File: src/rtl/seg7_scan.sv
// seg7_scan: double-buffered 4-digit multiplexed 7-segment scan driver.
// Ports: clk, rst_n, load/bcd_in/dp_in/lz_blank in; seg_out, dp_out, dig_en, frame_done out.
module seg7_scan #(
    parameter int CLK_FREQ     = 27_000_000,
    parameter int DIGIT_HZ     = 1000,
    parameter int BLANK_CYCLES = 270,
    parameter bit COMMON_ANODE = 1'b0
) (
    input  logic        clk,
    input  logic        rst_n,
    input  logic        load,
    input  logic [15:0] bcd_in,
    input  logic [3:0]  dp_in,
    input  logic        lz_blank,
    output logic [6:0]  seg_out,
    output logic        dp_out,
    output logic [3:0]  dig_en,
    output logic        frame_done
);

    localparam int TICK = CLK_FREQ / DIGIT_HZ;
    localparam int CW   = (TICK > 1) ? $clog2(TICK) : 1;

    localparam logic [CW-1:0] LAST = CW'(TICK - 1);
    localparam logic [CW-1:0] BLK  = CW'(BLANK_CYCLES);

    typedef enum logic {
        BLANK = 1'b0,
        DRIVE = 1'b1
    } state_t;

    localparam state_t SLOT_START = (BLANK_CYCLES == 0) ? DRIVE : BLANK;

    logic [CW-1:0] cnt;
    logic [CW-1:0] cnt_nxt;
    logic [1:0]    idx;
    state_t        state;
    logic [15:0]   sh_bcd;
    logic [3:0]    sh_dp;
    logic [15:0]   act_bcd;
    logic [3:0]    act_dp;
    logic          pending;

    logic          wrap;
    logic          boundary;
    logic [3:0]    digit;
    logic [3:0]    zero;
    logic          supp;
    logic [6:0]    seg_c;
    logic          dp_c;
    logic [3:0]    en_c;

    function automatic logic [6:0] decode(input logic [3:0] v);
        logic [6:0] s;
        unique case (v)
            4'd0:    s = 7'b0111111;
            4'd1:    s = 7'b0000110;
            4'd2:    s = 7'b1011011;
            4'd3:    s = 7'b1001111;
            4'd4:    s = 7'b1100110;
            4'd5:    s = 7'b1101101;
            4'd6:    s = 7'b1111101;
            4'd7:    s = 7'b0000111;
            4'd8:    s = 7'b1111111;
            4'd9:    s = 7'b1101111;
            default: s = 7'b1000000;
        endcase
        return s;
    endfunction

    assign wrap     = (cnt == LAST);
    assign boundary = wrap && (idx == 2'd3);
    assign cnt_nxt  = wrap ? '0 : cnt + 1'b1;

    always_comb begin
        digit = act_bcd[{idx, 2'b00} +: 4];
        for (int k = 0; k < 4; k++) begin
            zero[k] = (act_bcd[4*k +: 4] == 4'd0);
        end
        // A digit is blanked only when it and every digit above it are zero.
        unique case (idx)
            2'd3:    supp = zero[3];
            2'd2:    supp = &zero[3:2];
            2'd1:    supp = &zero[3:1];
            default: supp = 1'b0;
        endcase
        supp  = supp & lz_blank;
        seg_c = '0;
        dp_c  = 1'b0;
        en_c  = '0;
        if (state == DRIVE) begin
            en_c  = 4'b0001 << idx;
            seg_c = supp ? 7'd0 : decode(digit);
            dp_c  = act_dp[idx];
        end
    end

    always_ff @(posedge clk or negedge rst_n) begin
        if (!rst_n) begin
            cnt        <= '0;
            idx        <= '0;
            state      <= SLOT_START;
            sh_bcd     <= '0;
            sh_dp      <= '0;
            act_bcd    <= '0;
            act_dp     <= '0;
            pending    <= 1'b0;
            seg_out    <= {7{COMMON_ANODE}};
            dp_out     <= COMMON_ANODE;
            dig_en     <= {4{COMMON_ANODE}};
            frame_done <= 1'b0;
        end else begin
            cnt <= cnt_nxt;
            if (wrap) begin
                idx   <= idx + 2'd1;
                state <= SLOT_START;
            end else if (cnt_nxt == BLK) begin
                state <= DRIVE;
            end
            // Boundary transfer uses the old shadow even if load hits the same edge.
            if (boundary && pending) begin
                act_bcd <= sh_bcd;
                act_dp  <= sh_dp;
            end
            if (load) begin
                sh_bcd  <= bcd_in;
                sh_dp   <= dp_in;
                pending <= 1'b1;
            end else if (boundary) begin
                pending <= 1'b0;
            end
            seg_out    <= seg_c ^ {7{COMMON_ANODE}};
            dp_out     <= dp_c ^ COMMON_ANODE;
            dig_en     <= en_c ^ {4{COMMON_ANODE}};
            frame_done <= boundary;
        end
    end

endmodule
File: config.mk
export PLATFORM = sky130hd
export DESIGN_NAME = seg7_scan
export DESIGN_NICKNAME = d
export VERILOG_FILES = /design/src/rtl/seg7_scan.sv
export SDC_FILE = /design/constraint.sdc
export NUM_CORES = 1
export LEC_CHECK = 0
export CORE_MARGIN = 3
export CORE_UTILIZATION = 50
export CTS_CLUSTER_SIZE = 28
export DETAILED_ROUTE_END_ITERATION = 10
export PLACE_DENSITY = 0.74
export SYNTH_ARGS = -nofsm -noshare
export SYNTH_HDL_FRONTEND = slang
export SYNTH_SLANG_ARGS = --single-unit
File: constraint.sdc
create_clock -name clk -period 2.05 [get_ports clk]
set_input_delay 0.5125 -clock clk [delete_from_list [all_inputs] [get_ports clk]]
set_output_delay 0.5125 -clock clk [all_outputs]
set_load 0.01 [all_outputs]
# Yosys cells after proc, flatten, opt, wreduce, memory -nomap -nowiden
# Memories as Yosys holds them, arrays and structs flattened.
# Cells that the tools add are included.
dict set report totals {
  word_cells 45
  latch_bits 0
  mem_bits_ro 112
  inputBits 24
  ram_bits 0
  n_memories 1
  reg_bits 72
}
# name depth width rd rd_ports_with_merged_regs write_ports line
set mem_list {}
lappend mem_list {{(no name shown)} 16 7 1 0 0 55} ;# unique case (v)
dict set report op_classes {
  n_eq_ne 5
  n_reduce_logical 9
  n_div 0
  n_mul 0
  magnitude_cmp 1
  shifts 2
  n_mux 12
  addsub 2
  bitwise 1
}
# operator count
set ops {}
lappend ops {{$shiftx 16x5->4} 1}
lappend ops {{$add 15x1->15 const B} 1}
lappend ops {{$eq 15x15->1 const B} 1}
lappend ops {{$eq 15x9->1 const B} 1}
lappend ops {{$mux 15} 1}
lappend ops {{$mux 7} 2}
lappend ops {{$logic_not 4->1} 3}
lappend ops {{$mux 1} 6}
lappend ops {{$eq 2x2->1 const B} 2}
lappend ops {{$mux 4} 1}
lappend ops {{$reduce_bool 2->1} 2}
lappend ops {{$shl 1x2->4 const A} 1}
lappend ops {{$lt 2x3->1 const B} 1}
lappend ops {{$pmux 1 s3} 1}
lappend ops {{$reduce_and 3->1} 1}
lappend ops {{$add 2x1->2 const B} 1}
lappend ops {{$bmux 1 s2} 1}
lappend ops {{$eq 2x1->1 const B} 1}
lappend ops {{$logic_and 1x1->1} 2}
lappend ops {{$reduce_and 2->1} 1}
lappend ops {{$and 1x1->1} 1}

# Logic depth before layout (Yosys ltp)
# Gate-level depths: netlist of the first run.
dict set report logic_depth {
  word_depth 6
  ltp_mapped 8
}

# Least setup slack after synthesis of the first run
# OpenSTA, ideal clock, no wires.
dict set report synth_path {
  path_kind {flip-flop to flip-flop}
  startpoint {reg idx[1]}
  endpoint {reg seg_out[1]}
  required_time_ns 1.915
  stages_incl_launch_ff 8
  path_slack_ns 0.031
  setup_time_ns 0.135
  arrival_ns 1.884
  synth_period_minus_slack_ns 2.019
  cell_sequence {dfrtp_1 inv_1 ha_1 or4b_2 o21bai_1 a21oi_1 o21ai_1 nor2_1}
}
dict set report synth_via {
  elab_chain_len 5
  word_cells_on_any_way 9
  cone_classes {eq/ne (3); shift (1); mux (3); bitwise (1); memory (1)}
}
# item line
set synth_rtl {}
lappend synth_rtl {{start: declaration} 36} ;# logic [1:0] idx;
lappend synth_rtl {{start signal: assignment} 115} ;# idx <= idx + 2'd1;
lappend synth_rtl {{parallel branches: the longest is 3 deep, another holds $mem_v2 16x7} --}
lappend synth_rtl {{$mux 7 *} 93} ;# seg_c = supp ? 7'd0 : decode(digit);
lappend synth_rtl {{$mux 7 *} 91} ;# if (state == DRIVE) begin
lappend synth_rtl {{net seg_c[1]} 49} ;# logic [6:0] seg_c;
lappend synth_rtl {{end signal: assignment} 108} ;# seg_out <= {7{COMMON_ANODE}};
lappend synth_rtl {{end signal: assignment} 132} ;# seg_out <= seg_c ^ {7{COMMON_ANODE}};
lappend synth_rtl {{end: declaration} 15} ;# output logic [6:0] seg_out,
# Mark *: on every way through the listed nets, which the timed path passes.
# A chain may end at the register's enable or synchronous reset.

# Final worst setup path of the first run
dict set report layout_path {
  startpoint {reg cnt[10]}
  endpoint {reg act_bcd[9]}
}
dict set report layout_via {
  elab_chain_len 3
}
# item line
set layout_rtl {}
lappend layout_rtl {{start: declaration} 34} ;# logic [CW-1:0] cnt;
lappend layout_rtl {{start signal: assignment} 113} ;# cnt <= cnt_nxt;
lappend layout_rtl {{$eq 15x15->1} 71} ;# assign wrap = (cnt == LAST);
lappend layout_rtl {{$logic_and 1x1->1} 72} ;# assign boundary = wrap && (idx == 2'd3);
lappend layout_rtl {{$logic_and 1x1->1} 121} ;# if (boundary && pending) begin
lappend layout_rtl {{end signal: assignment} 105} ;# act_bcd <= '0;
lappend layout_rtl {{end signal: assignment} 122} ;# act_bcd <= sh_bcd;
lappend layout_rtl {{end: declaration} 40} ;# logic [15:0] act_bcd;
# Every way passes these cells.

==> insert_results.sql, run 1 <==
INSERT INTO impl_metrics (metric_group, metric, value, unit) VALUES
('setup_path', 'cp-start-kind', 'flop', ''),
('route', 'wire_per_inst', '15.6', 'µm'),
('floorplan', 'effective_utilization_at_floorplan', '0.521', ''),
('synthesis', 'most_used_standard_cell_by_instance_count_after_synthesis', 'sky130_fd_sc_hd__dfrtp_1', ''),
('layout', 'nFillCells', '490', ''),
('synthesis', 'syn_inst', '251', ''),
('clocking', 'clkTransAtPathRegs', '0.08', 'ns'),
('clocking', 'cts_tree', 'done', ''),
('status', 'outcome', 'finished clean', ''),
('sta', 'final-max-slew-violation-count', '0', ''),
('setup_path', 'slowest_delay', '0.43', 'ns'),
('synthesis', 'async_flop_share', '1.00', ''),
('setup_path', 'timing.reg2reg.setup_slack', '0.10', 'ns'),
('sta', 'worst_clock_skew', '0.0105', 'ns'),
('placement', 'buffer_ports.inserted', '36', ''),
('clocking', 'cts_resized', '0', ''),
('layout', 'area_growth_syn_to_layout', '22.6', '%'),
('synthesis', 'synth.top_cell.area_share', '0.539', ''),
('setup_path', 'cp_slowest_cell', 'sky130_fd_sc_hd__dfrtp_1', ''),
('sta', 'setup_viol', '0', ''),
('setup_path', 'crit_fanout', '12', ''),
('grt', 'wire_length_of_the_first_global_routing_pass', '10400', 'µm'),
('synthesis', 'netlist_cell_types', '44', ''),
('sta', 'timing.final.ws_setup', '0.104', 'ns'),
('sta', 'layout_worst_path_cycle_share', '0.949', ''),
('clocking', 'cts_hold_repair.buffers', '0', ''),
('grt', 'vias_in_the_first_global_route', '2177', ''),
('sta', 'hold_viol', '0', ''),
('synthesis', 'synthesis.yosys.warnings', '0', ''),
('clocking', 'clock_sink_count', '72', ''),
('layout', 'postLayoutCoreUtil', '0.638', ''),
('layout', 'nNetsFinal', '341', ''),
('route', 'viasPerCell', '5.41', ''),
('route', 'remaining_drc_errors', '0', ''),
('clocking', 'post_cts.repair.setup_buffers', '0', ''),
('power_and_ir_drop', 'seqPwrFrac', '0.544', ''),
('grt', 'antenna_found_initial', '0', ''),
('synthesis', 'synth_commonest_cells', 'sky130_fd_sc_hd__dfrtp_1, sky130_fd_sc_hd__mux2_2, sky130_fd_sc_hd__mux2_4, sky130_fd_sc_hd__nor2_1, sky130_fd_sc_hd__a21oi_1', ''),
('placement', 'post_place_setup_slack', '0.106', 'ns'),
('route', 'first_pass_iters', '4', ''),
('layout', 'antenna_cells', '0', ''),
('power_and_ir_drop', 'peakVddDrop', '0.000408', 'V'),
('layout', 'layoutNonFillerInstCount', '386', ''),
('route', 'detailroute.via_count', '2087', ''),
('synthesis', 'syn-mean-instance-area', '13.3', 'µm²'),
('sta', 'final.hold.worst_slack', '0.172', 'ns'),
('grt', 'global_route.overflow_total', '0', ''),
('synthesis', 'synthDominantAreaCellType', 'sky130_fd_sc_hd__dfrtp_1', ''),
('setup_path', 'setup.worst_path.end_class', 'flop', ''),
('setup_path', 'cp_data_arrival_time', '2.17', 'ns'),
('power_and_ir_drop', 'power.leakage', '1.85', 'nW'),
('run', 'maxCapViolCount', '0', ''),
('synthesis', 'post_syn_area', '3340', 'µm²'),
('placement', 'gp_routability_congestion', '0.866', ''),
('clocking', 'insertion_delay', '0.35', 'ns'),
('layout', 'stdcell_area', '4100', 'µm²'),
('layout', 'final_layout_size_suffix_gt1_frac', '0.262', ''),
('sta', 'maxClockFrequency', '514', 'MHz'),
('sta', 'fin_crit', '1.95', 'ns'),
('power_and_ir_drop', 'clockPowerShare', '0.408', ''),
('grt', 'grt_use_total', '0.181', ''),
('setup_path', 'worstSetupPathType', 'flop to flop', ''),
('placement', 'dp_hpwl', '4330', 'µm'),
('placement', 'dpl.cell_count', '372', ''),
('route', 'number_of_routed_nets_with_antenna_violations', '0', ''),
('floorplan', 'top_level_ports', '37', ''),
('route', 'first_iter_violations', '99', ''),
('synthesis', 'seq_area_frac_synth', '0.539', ''),
('floorplan', 'fp.coreArea', '6420', 'µm²'),
('synthesis', 'syn-num-nets', '286', ''),
('power_and_ir_drop', 'power.combinational.fraction', '0.047', '');
## layout make-up
class                   count  area (µm²)  area share
clock buffers              11         151      0.0369
inverters                   8        30.0     0.00732
clock inverters             3        42.5      0.0104
flip-flops and latches     72        1800       0.439
multi-input cells         161        1440       0.351
well taps                  77        96.3      0.0235
repair buffers             54         541       0.132
## sequential cells by signal, indices dropped and copies added (netlist names), 2 cells and up
register  count
act_bcd      16
sh_dp         4
dig_en        4
act_dp        4
sh_bcd       16
cnt          15
idx           2
seg_out       7
## cells by family after synthesis
group,after synthesis,share of synthesized area
AO/OA/AOI/OAI,26,0.0479
XOR/XNOR,13,0.0341
adder cells (fa/ha/maj),11,0.0412
buffers and inverters,18,0.0311
flip-flops,72,0.539
multiplexers,46,0.194
AND/OR/NAND/NOR,65,0.113
## placed cells by master (no fill, tap or decap), types with 6 or more instances in the layout
cell type                         Yosys  final
sky130_fd_sc_hd__clkbuf_8             0     11
sky130_fd_sc_hd__nor2_1              15     15
sky130_fd_sc_hd__nand2_1             10     10
sky130_fd_sc_hd__mux2_4              20     20
sky130_fd_sc_hd__nand3_1              6      6
sky130_fd_sc_hd__ha_1                11     11
sky130_fd_sc_hd__and2_1               7      7
sky130_fd_sc_hd__buf_4                0     14
sky130_fd_sc_hd__dfrtp_1             72     72
sky130_fd_sc_hd__inv_1                8      8
sky130_fd_sc_hd__a21oi_1             12     12
sky130_fd_sc_hd__mux2_2              20     20
sky130_fd_sc_hd__clkdlybuf4s50_1      0     35
sky130_fd_sc_hd__xnor2_1              8      8
## power groups by stage
stage / clock, mW / combinational (mW) / sequential [mW]
final: 1.11 / 0.129 / 1.48
after CTS: 1.15 / 0.133 / 1.48
after detailed placement: 0 / 0.133 / 1.51
after global placement: 0 / 0.130 / 1.51
after floorplan: 0 / 0.0484 / 1.50
after global routing: 1.21 / 0.144 / 1.49
## worst max-delay path, delay by kind of cell, from the launching register on
family	cells	cell delay (ns)
buffers and inverters	1	0.16
DFF	1	0.43
muxes	1	0.31
and+or+nand+nor	4	0.94
## worst max-delay path by stage
stage	depth (start not counted)	from	slack [ns]	endpoint
after global routing	7	cnt[0]$_DFF_PN0_	0.01	act_bcd[4]$_DFFE_PN0P_
after global placement	6	cnt[10]$_DFF_PN0_	0.13	act_bcd[3]$_DFFE_PN0P_
after detailed placement	6	cnt[10]$_DFF_PN0_	0.11	act_bcd[4]$_DFFE_PN0P_
final	6	cnt[10]$_DFF_PN0_	0.10	act_bcd[9]$_DFFE_PN0P_
after floorplan	7	idx[1]$_DFFE_PN0N_	0.03	seg_out[1]$_DFF_PN0_
after CTS	6	cnt[10]$_DFF_PN0_	0.09	act_bcd[9]$_DFFE_PN0P_
## metal layers
layer  vias to the layer above  GRT usage  wire length (µm)
met4                         0     0.0781                92
li1                        988          -                 -
met5                         -          0                 0
met2                        61      0.273              2890
met3                        10     0.0583               310
met1                      1028      0.241              2730
No activity file was read; power rests on OpenSTA's default activity.
==> run 2: changes to the inputs <==
Settings changed: CTS_CLUSTER_DIAMETER set to 200, PLACE_DENSITY 0.74 to 0.71.
Clock period 2.05 ns to 2.2 ns, I/O delays scaled along.
==> run 2 against run 1 <==
Effect of this change: first-iteration DRC count fell by 40%; hold slack improved by 0.047 ns; core utilization fell by 1.1 points; critical path type unchanged; largest power group unchanged; highest routed layer unchanged.
==> insert_results.sql, run 2 (synthesis gave the netlist of run 1 again) <==
INSERT INTO impl_metrics (metric_group, metric, value, unit) VALUES
('power_and_ir_drop', 'power.total', '2.65', 'mW'),
('clocking', 'cts_hold_repair.buffers', '0', ''),
('sta', 'hold_viol', '0', ''),
('placement', 'post_place_setup_slack', '0.124', 'ns'),
('status', 'outcome', 'finished clean', ''),
('route', 'first_iter_violations', '59', ''),
('power_and_ir_drop', 'sw_frac_of_total', '0.199', ''),
('sta', 'setup_viol', '0', ''),
('clocking', 'clock_sink_count', '72', ''),
('setup_path', 'timing.critical_path.max_delay_family', 'simple AND/OR/NAND/NOR gates', ''),
('route', 'viasPerCell', '5.40', ''),
('layout', 'stdcell_area', '4030', 'µm²'),
('layout', 'area_growth_syn_to_layout', '20.6', '%'),
('power_and_ir_drop', 'clockPowerShare', '0.436', ''),
('route', 'drt-total-wl', '5830', 'µm'),
('placement', 'dp_hpwl', '4010', 'µm'),
('setup_path', 'cp-start-kind', 'flop', ''),
('route', 'number_of_routed_nets_with_antenna_violations', '0', ''),
('sta', 'final-max-slew-violation-count', '0', ''),
('floorplan', 'effective_utilization_at_floorplan', '0.521', ''),
('clocking', 'numCtsBuffers', '9', ''),
('route', 'wire_per_inst', '15.4', 'µm'),
('worst_hold_path', 'hp-class', 'input pin to asynchronous set/reset pin', ''),
('clocking', 'insertion_delay', '0.35', 'ns'),
('power_and_ir_drop', 'power.leakage', '1.81', 'nW'),
('floorplan', 'die-height', '87.8', 'µm'),
('setup_path', 'slowest_delay', '0.45', 'ns'),
('route', 'remaining_drc_errors', '0', ''),
('sta', 'final.hold.worst_slack', '0.219', 'ns'),
('sta', 'fin_crit', '2.01', 'ns'),
('layout', 'mostFrequentLayoutCells', 'sky130_fd_sc_hd__dfrtp_1, sky130_fd_sc_hd__clkdlybuf4s50_1, sky130_fd_sc_hd__mux2_4, sky130_fd_sc_hd__mux2_2, sky130_fd_sc_hd__nor2_1', ''),
('power_and_ir_drop', 'switching_power', '0.528', 'mW'),
('power_and_ir_drop', 'internal_dissipation', '2.13', 'mW'),
('layout', 'largestRegisters', 'act_bcd: 16 flops, sh_bcd: 16 flops, cnt: 15 flops', ''),
('placement', 'dpl.cell_count', '363', ''),
('floorplan', 'floorplan.rows', '29', ''),
('setup_path', 'crit_fanout', '10', ''),
('sta', 'timing.final.ws_setup', '0.186', 'ns'),
('power_and_ir_drop', 'seqPwrFrac', '0.520', ''),
('placement', 'buffer_ports.inserted', '36', ''),
('sta', 'layout_worst_path_cycle_share', '0.915', ''),
('sta', 'setup_repair_after_global_routing_missed_its_margin', 'false', ''),
('grt', 'vias_in_the_first_global_route', '2067', ''),
('grt', 'grt_max_degree', '73', ''),
('setup_path', 'worstSetupPathType', 'flop to flop', ''),
('layout', 'antenna_cells', '0', ''),
('power_and_ir_drop', 'power.density', '658', 'nW/µm²'),
('setup_path', 'cp_data_arrival_time', '2.24', 'ns'),
('clocking', 'clkTransAtPathRegs', '0.07', 'ns'),
('floorplan', 'chipWidth', '87.8', 'µm'),
('sta', 'max_slew_margin', '0.689', ''),
('floorplan', 'fp.coreArea', '6420', 'µm²'),
('setup_path', 'crit_path_cell_trace', 'and4bb_1 > nand4_1 > nor4_4 > and3_4 > mux2_4', ''),
('power_and_ir_drop', 'peakVddDrop', '0.000391', 'V'),
('grt', 'grt_use_total', '0.173', ''),
('clocking', 'h-tree-depth', '3', ''),
('floorplan', 'fp.dieArea', '7700', 'µm²'),
('layout', 'layoutNonFillerInstCount', '379', ''),
('placement', 'place_area', '3800', 'µm²'),
('sta', 'fin_setup_tns', '0', 'ns'),
('placement', 'gp_routability_congestion', '0.819', ''),
('floorplan', 'top_level_ports', '37', ''),
('route', 'detailroute.via_count', '2048', ''),
('setup_path', 'cp_slowest_cell', 'sky130_fd_sc_hd__dfrtp_1', ''),
('run', 'maxCapViolCount', '0', ''),
('layout', 'postLayoutCoreUtil', '0.628', ''),
('grt', 'antenna_found_initial', '0', ''),
('clocking', 'root_buffer', 'sky130_fd_sc_hd__clkbuf_8', ''),
('grt', 'global_route.overflow_total', '0', ''),
('setup_path', 'critPathRequiredTime', '2.43', 'ns'),
('clocking', 'cts.path.max_buffers', '2', ''),
('sta', 'maxClockFrequency', '497', 'MHz'),
('layout', 'layout_commonest_cell', 'sky130_fd_sc_hd__dfrtp_1', ''),
('layout', 'nNetsFinal', '333', ''),
('sta', 'worst_clock_skew', '0.00814', 'ns'),
('sta', 'worst_slew_pin_tran', '0.462', 'ns'),
('power_and_ir_drop', 'power.combinational.fraction', '0.044', ''),
('setup_path', 'timing.critical_path.buf_inv', '0', ''),
('clocking', 'cts_tree', 'done', ''),
('route', 'first_pass_iters', '4', ''),
('layout', 'final_layout_size_suffix_gt1_frac', '0.242', ''),
('grt', 'wire_length_of_the_first_global_routing_pass', '10100', 'µm'),
('setup_path', 'setup.worst_path.end_class', 'flop', '');
run 2: worst register-to-register path: stages, from the launching register on:
cell and delay, ns:
sky130_fd_sc_hd__dfrtp_1 0.45, sky130_fd_sc_hd__and4bb_1 0.30, sky130_fd_sc_hd__nand4_1 0.14, sky130_fd_sc_hd__nor4_4 0.31, sky130_fd_sc_hd__and3_4 0.37, sky130_fd_sc_hd__mux2_4 0.33
run 2: power by group through the flow:
stage               Combinational, mW  Clock [mW]  Sequential (mW)
floorplan                      0.0451           0             1.40
detailed placement              0.121           0             1.41
CTS                             0.121        1.19             1.38
global placement                0.118           0             1.41
global route                    0.131        1.24             1.39
finish                          0.118        1.16             1.38
run 2: worst paths after layout:
kind	start	end	slack, ns	cells past startpoint
setup / recovery	cnt[3]$_DFF_PN0_	act_bcd[0]$_DFFE_PN0P_	0.19	5
hold / removal	rst_n	sh_bcd[0]$_DFFE_PN0P_	0.22	2
setup reg to reg	cnt[3]$_DFF_PN0_	act_bcd[0]$_DFFE_PN0P_	0.19	5
hold reg to reg	cnt[0]$_DFF_PN0_	cnt[0]$_DFF_PN0_	0.49	1
max in group asynchronous	rst_n	cnt[4]$_DFF_PN0_	1.69	2
min in group clk	cnt[0]$_DFF_PN0_	cnt[0]$_DFF_PN0_	0.49	1
run 2: metal layers:
layer  vias up  global-route usage  share of wire  wire [µm]
met1      1025               0.221           0.46       2680
met5         -                   0              0          0
li1        979                   -              -          -
met4         0              0.0572          0.012         71
met3        10              0.0593          0.039        228
met2        34               0.275           0.49       2850
run 2: timing repair:
item / CTS / global route
buffers inserted: 0 / 0
resized for setup: 0 / 1
endpoints found under the setup margin: 0 / 20
run 2: area by class of cell:
cell class,count,area (µm²)
clock buffers,12,155
well taps,77,96.3
repair buffers,45,435
multi-input cells,162,1450
clock inverters,3,65.1
flip-flops and latches,72,1800
fillers,517,2390
inverters,8,30.0
==> run 3: changes to the inputs <==
Settings changed: GPL_TIMING_DRIVEN set to 0.
==> run 3 against run 2 <==
Effect of this change: critical path depth is 2 higher; final cell count is 0.53% higher; routed wire length up 4.0%; via count decreased by 2.0%; largest cell class unchanged.
==> insert_results.sql, run 3 (synthesis gave the netlist of run 1 again) <==
INSERT INTO impl_metrics (metric_group, metric, value, unit) VALUES
('status', 'outcome', 'finished clean', ''),
('floorplan', 'fp.coreArea', '6420', 'µm²'),
('layout', 'final_layout_size_suffix_gt1_frac', '0.247', ''),
('floorplan', 'die-height', '87.8', 'µm'),
('power_and_ir_drop', 'switching_power', '0.545', 'mW'),
('setup_path', 'cp-start-kind', 'flop', ''),
('placement', 'gp_routability_congestion', '0.785', ''),
('power_and_ir_drop', 'power.combinational.fraction', '0.046', ''),
('floorplan', 'effective_utilization_at_floorplan', '0.521', ''),
('clocking', 'h-tree-depth', '3', ''),
('layout', 'nNetsFinal', '335', ''),
('grt', 'grt_max_degree', '73', ''),
('grt', 'vias_in_the_first_global_route', '2068', ''),
('setup_path', 'reg2reg_depth', '7', ''),
('sta', 'setup_viol', '0', ''),
('sta', 'max_slew_margin', '0.410', ''),
('placement', 'buffer_ports.inserted', '36', ''),
('power_and_ir_drop', 'seqPwrFrac', '0.548', ''),
('layout', 'antenna_cells', '0', ''),
('layout', 'stdcell_area', '4020', 'µm²'),
('floorplan', 'floorplan.rows', '29', ''),
('floorplan', 'top_level_ports', '37', ''),
('sta', 'setup_repair_after_global_routing_missed_its_margin', 'false', ''),
('sta', 'maxClockFrequency', '479', 'MHz'),
('grt', 'global_route.overflow_total', '0', ''),
('placement', 'dpl.cell_count', '364', ''),
('worst_hold_path', 'hp-class', 'input pin to asynchronous set/reset pin', ''),
('sta', 'final-max-slew-violation-count', '0', ''),
('clocking', 'cts_tree', 'done', ''),
('setup_path', 'setup.worst_path.end_class', 'flop', ''),
('route', 'first_pass_iters', '4', ''),
('route', 'drt-total-wl', '6060', 'µm'),
('layout', 'area_growth_syn_to_layout', '20.1', '%'),
('route', 'number_of_routed_nets_with_antenna_violations', '0', ''),
('run', 'maxCapViolCount', '0', ''),
('setup_path', 'critPathRequiredTime', '2.42', 'ns'),
('route', 'wire_per_inst', '15.9', 'µm'),
('clocking', 'numCtsBuffers', '9', ''),
('sta', 'fin_crit', '2.09', 'ns'),
('grt', 'antenna_found_initial', '0', ''),
('route', 'detailroute.via_count', '2007', ''),
('power_and_ir_drop', 'clockPowerShare', '0.407', ''),
('power_and_ir_drop', 'peakVddDrop', '0.000269', 'V'),
('layout', 'largestRegisters', 'act_bcd: 16 flops, sh_bcd: 16 flops, cnt: 15 flops', ''),
('power_and_ir_drop', 'power.density', '627', 'nW/µm²'),
('sta', 'worst_slew_pin_tran', '0.885', 'ns'),
('clocking', 'root_buffer', 'sky130_fd_sc_hd__clkbuf_8', ''),
('setup_path', 'timing.reg2reg.setup_slack', '0.11', 'ns'),
('clocking', 'insertion_delay', '0.34', 'ns'),
('layout', 'layoutNonFillerInstCount', '381', ''),
('sta', 'layout_worst_path_cycle_share', '0.950', ''),
('route', 'first_iter_violations', '56', ''),
('layout', 'mostFrequentLayoutCells', 'sky130_fd_sc_hd__dfrtp_1, sky130_fd_sc_hd__clkdlybuf4s50_1, sky130_fd_sc_hd__mux2_4, sky130_fd_sc_hd__mux2_2, sky130_fd_sc_hd__nor2_1', ''),
('clocking', 'cts.path.max_buffers', '2', ''),
('setup_path', 'worst_r2r_src', 'cnt[0]$_DFF_PN0_', ''),
('sta', 'hold_viol', '0', ''),
('grt', 'wire_length_of_the_first_global_routing_pass', '10300', 'µm'),
('floorplan', 'fp.dieArea', '7700', 'µm²'),
('route', 'remaining_drc_errors', '0', ''),
('setup_path', 'r2r-end', 'act_bcd[7]$_DFFE_PN0P_', ''),
('sta', 'worst_clock_skew', '0.00765', 'ns'),
('floorplan', 'chipWidth', '87.8', 'µm'),
('power_and_ir_drop', 'sw_frac_of_total', '0.216', ''),
('route', 'viasPerCell', '5.27', ''),
('setup_path', 'cp_data_arrival_time', '2.31', 'ns'),
('setup_path', 'worstSetupPathType', 'flop to flop', ''),
('grt', 'grt_use_total', '0.177', ''),
('clocking', 'clkTransAtPathRegs', '0.07', 'ns'),
('setup_path', 'crit_fanout', '10', ''),
('placement', 'place_area', '3800', 'µm²'),
('power_and_ir_drop', 'internal_dissipation', '1.97', 'mW'),
('power_and_ir_drop', 'power.leakage', '1.78', 'nW'),
('clocking', 'clock_sink_count', '72', ''),
('clocking', 'cts_hold_repair.buffers', '0', ''),
('layout', 'layout_commonest_cell', 'sky130_fd_sc_hd__dfrtp_1', ''),
('placement', 'dp_hpwl', '4130', 'µm');
run 3: cell types whose count changed in the layout (fill, tap and decap cells not counted), moves of 2 or more:
cell | before | now
sky130_fd_sc_hd__clkbuf_2 | 0 | 2
sky130_fd_sc_hd__buf_4 | 8 | 4
sky130_fd_sc_hd__clkbuf_1 | 1 | 4
sky130_fd_sc_hd__clkinvlp_4 | 0 | 3
run 3: power by group through the flow:
| stage | Sequential [mW] | Combinational (mW) | Clock, mW |
|---|---|---|---|
| finish | 1.38 | 0.115 | 1.02 |
| global route | 1.38 | 0.129 | 1.11 |
| CTS | 1.38 | 0.119 | 1.05 |
| detailed placement | 1.41 | 0.118 | 0 |
| global placement | 1.40 | 0.116 | 0 |
| floorplan | 1.40 | 0.0451 | 0 |
run 3: final cells by class:
type | instances | area, µm²
Sequential cell | 72 | 1800
Fill cell | 504 | 2410
Buffer | 9 | 70.1
Timing Repair Buffer | 39 | 380
Clock inverter | 5 | 57.6
Clock buffer | 10 | 138
Multi-Input combinational cell | 161 | 1440
Inverter | 8 | 30.0
Tap cell | 77 | 96.3
run 3: what timing repair did:
action                                  CTS  global route
endpoints found under the setup margin   10            15
gates resized for setup                   1             2
setup buffers                             2             1
pin swaps                                 2             1
run 3: worst max path at each step:
stage	start	end	cells after the start	slack, ns
finish	cnt[0]$_DFF_PN0_	act_bcd[7]$_DFFE_PN0P_	7	0.11
global route	cnt[0]$_DFF_PN0_	act_bcd[7]$_DFFE_PN0P_	7	0.009
CTS	idx[1]$_DFFE_PN0N_	seg_out[0]$_DFF_PN0_	7	0.01
detailed placement	idx[1]$_DFFE_PN0N_	seg_out[0]$_DFF_PN0_	7	-0.13
global placement	rst_n	cnt[9]$_DFF_PN0_	1	-1.80
floorplan	idx[1]$_DFFE_PN0N_	seg_out[1]$_DFF_PN0_	7	0.18
run 3: through the flow:
stage | hold WS (ns) | utilization | power, mW | setup WS [ns] | TNS (ns)
floorplan | 0.254 | - | 1.44 | 0.181 | 0
global placement | 0.460 | 0.592 | 1.52 | -1.80 | -129.59
detailed placement | 0.473 | 0.591 | 1.52 | -0.126 | -0.717
CTS | 0.359 | 0.625 | 2.55 | 0.0106 | 0
global route | 0.399 | 0.625 | 2.62 | 0.00908 | 0
finish | 0.310 | 0.625 | 2.52 | 0.111 | 0
run 3: worst max-delay path, stage by stage (launching register included):
cell	delay (ns)
sky130_fd_sc_hd__dfrtp_1	0.40
sky130_fd_sc_hd__ha_1	0.21
sky130_fd_sc_hd__and2_1	0.23
sky130_fd_sc_hd__nand3_1	0.14
sky130_fd_sc_hd__nor4_4	0.28
sky130_fd_sc_hd__and3_4	0.27
sky130_fd_sc_hd__buf_12	0.15
sky130_fd_sc_hd__mux2_4	0.30
run 3: routing by layer:
metal | track usage | up-vias | routed length, µm
met5 | 0 | - | 0
met4 | 0.0725 | 0 | 91
met3 | 0.0405 | 8 | 222
met2 | 0.273 | 43 | 2860
met1 | 0.241 | 972 | 2890
li1 | - | 984 | -
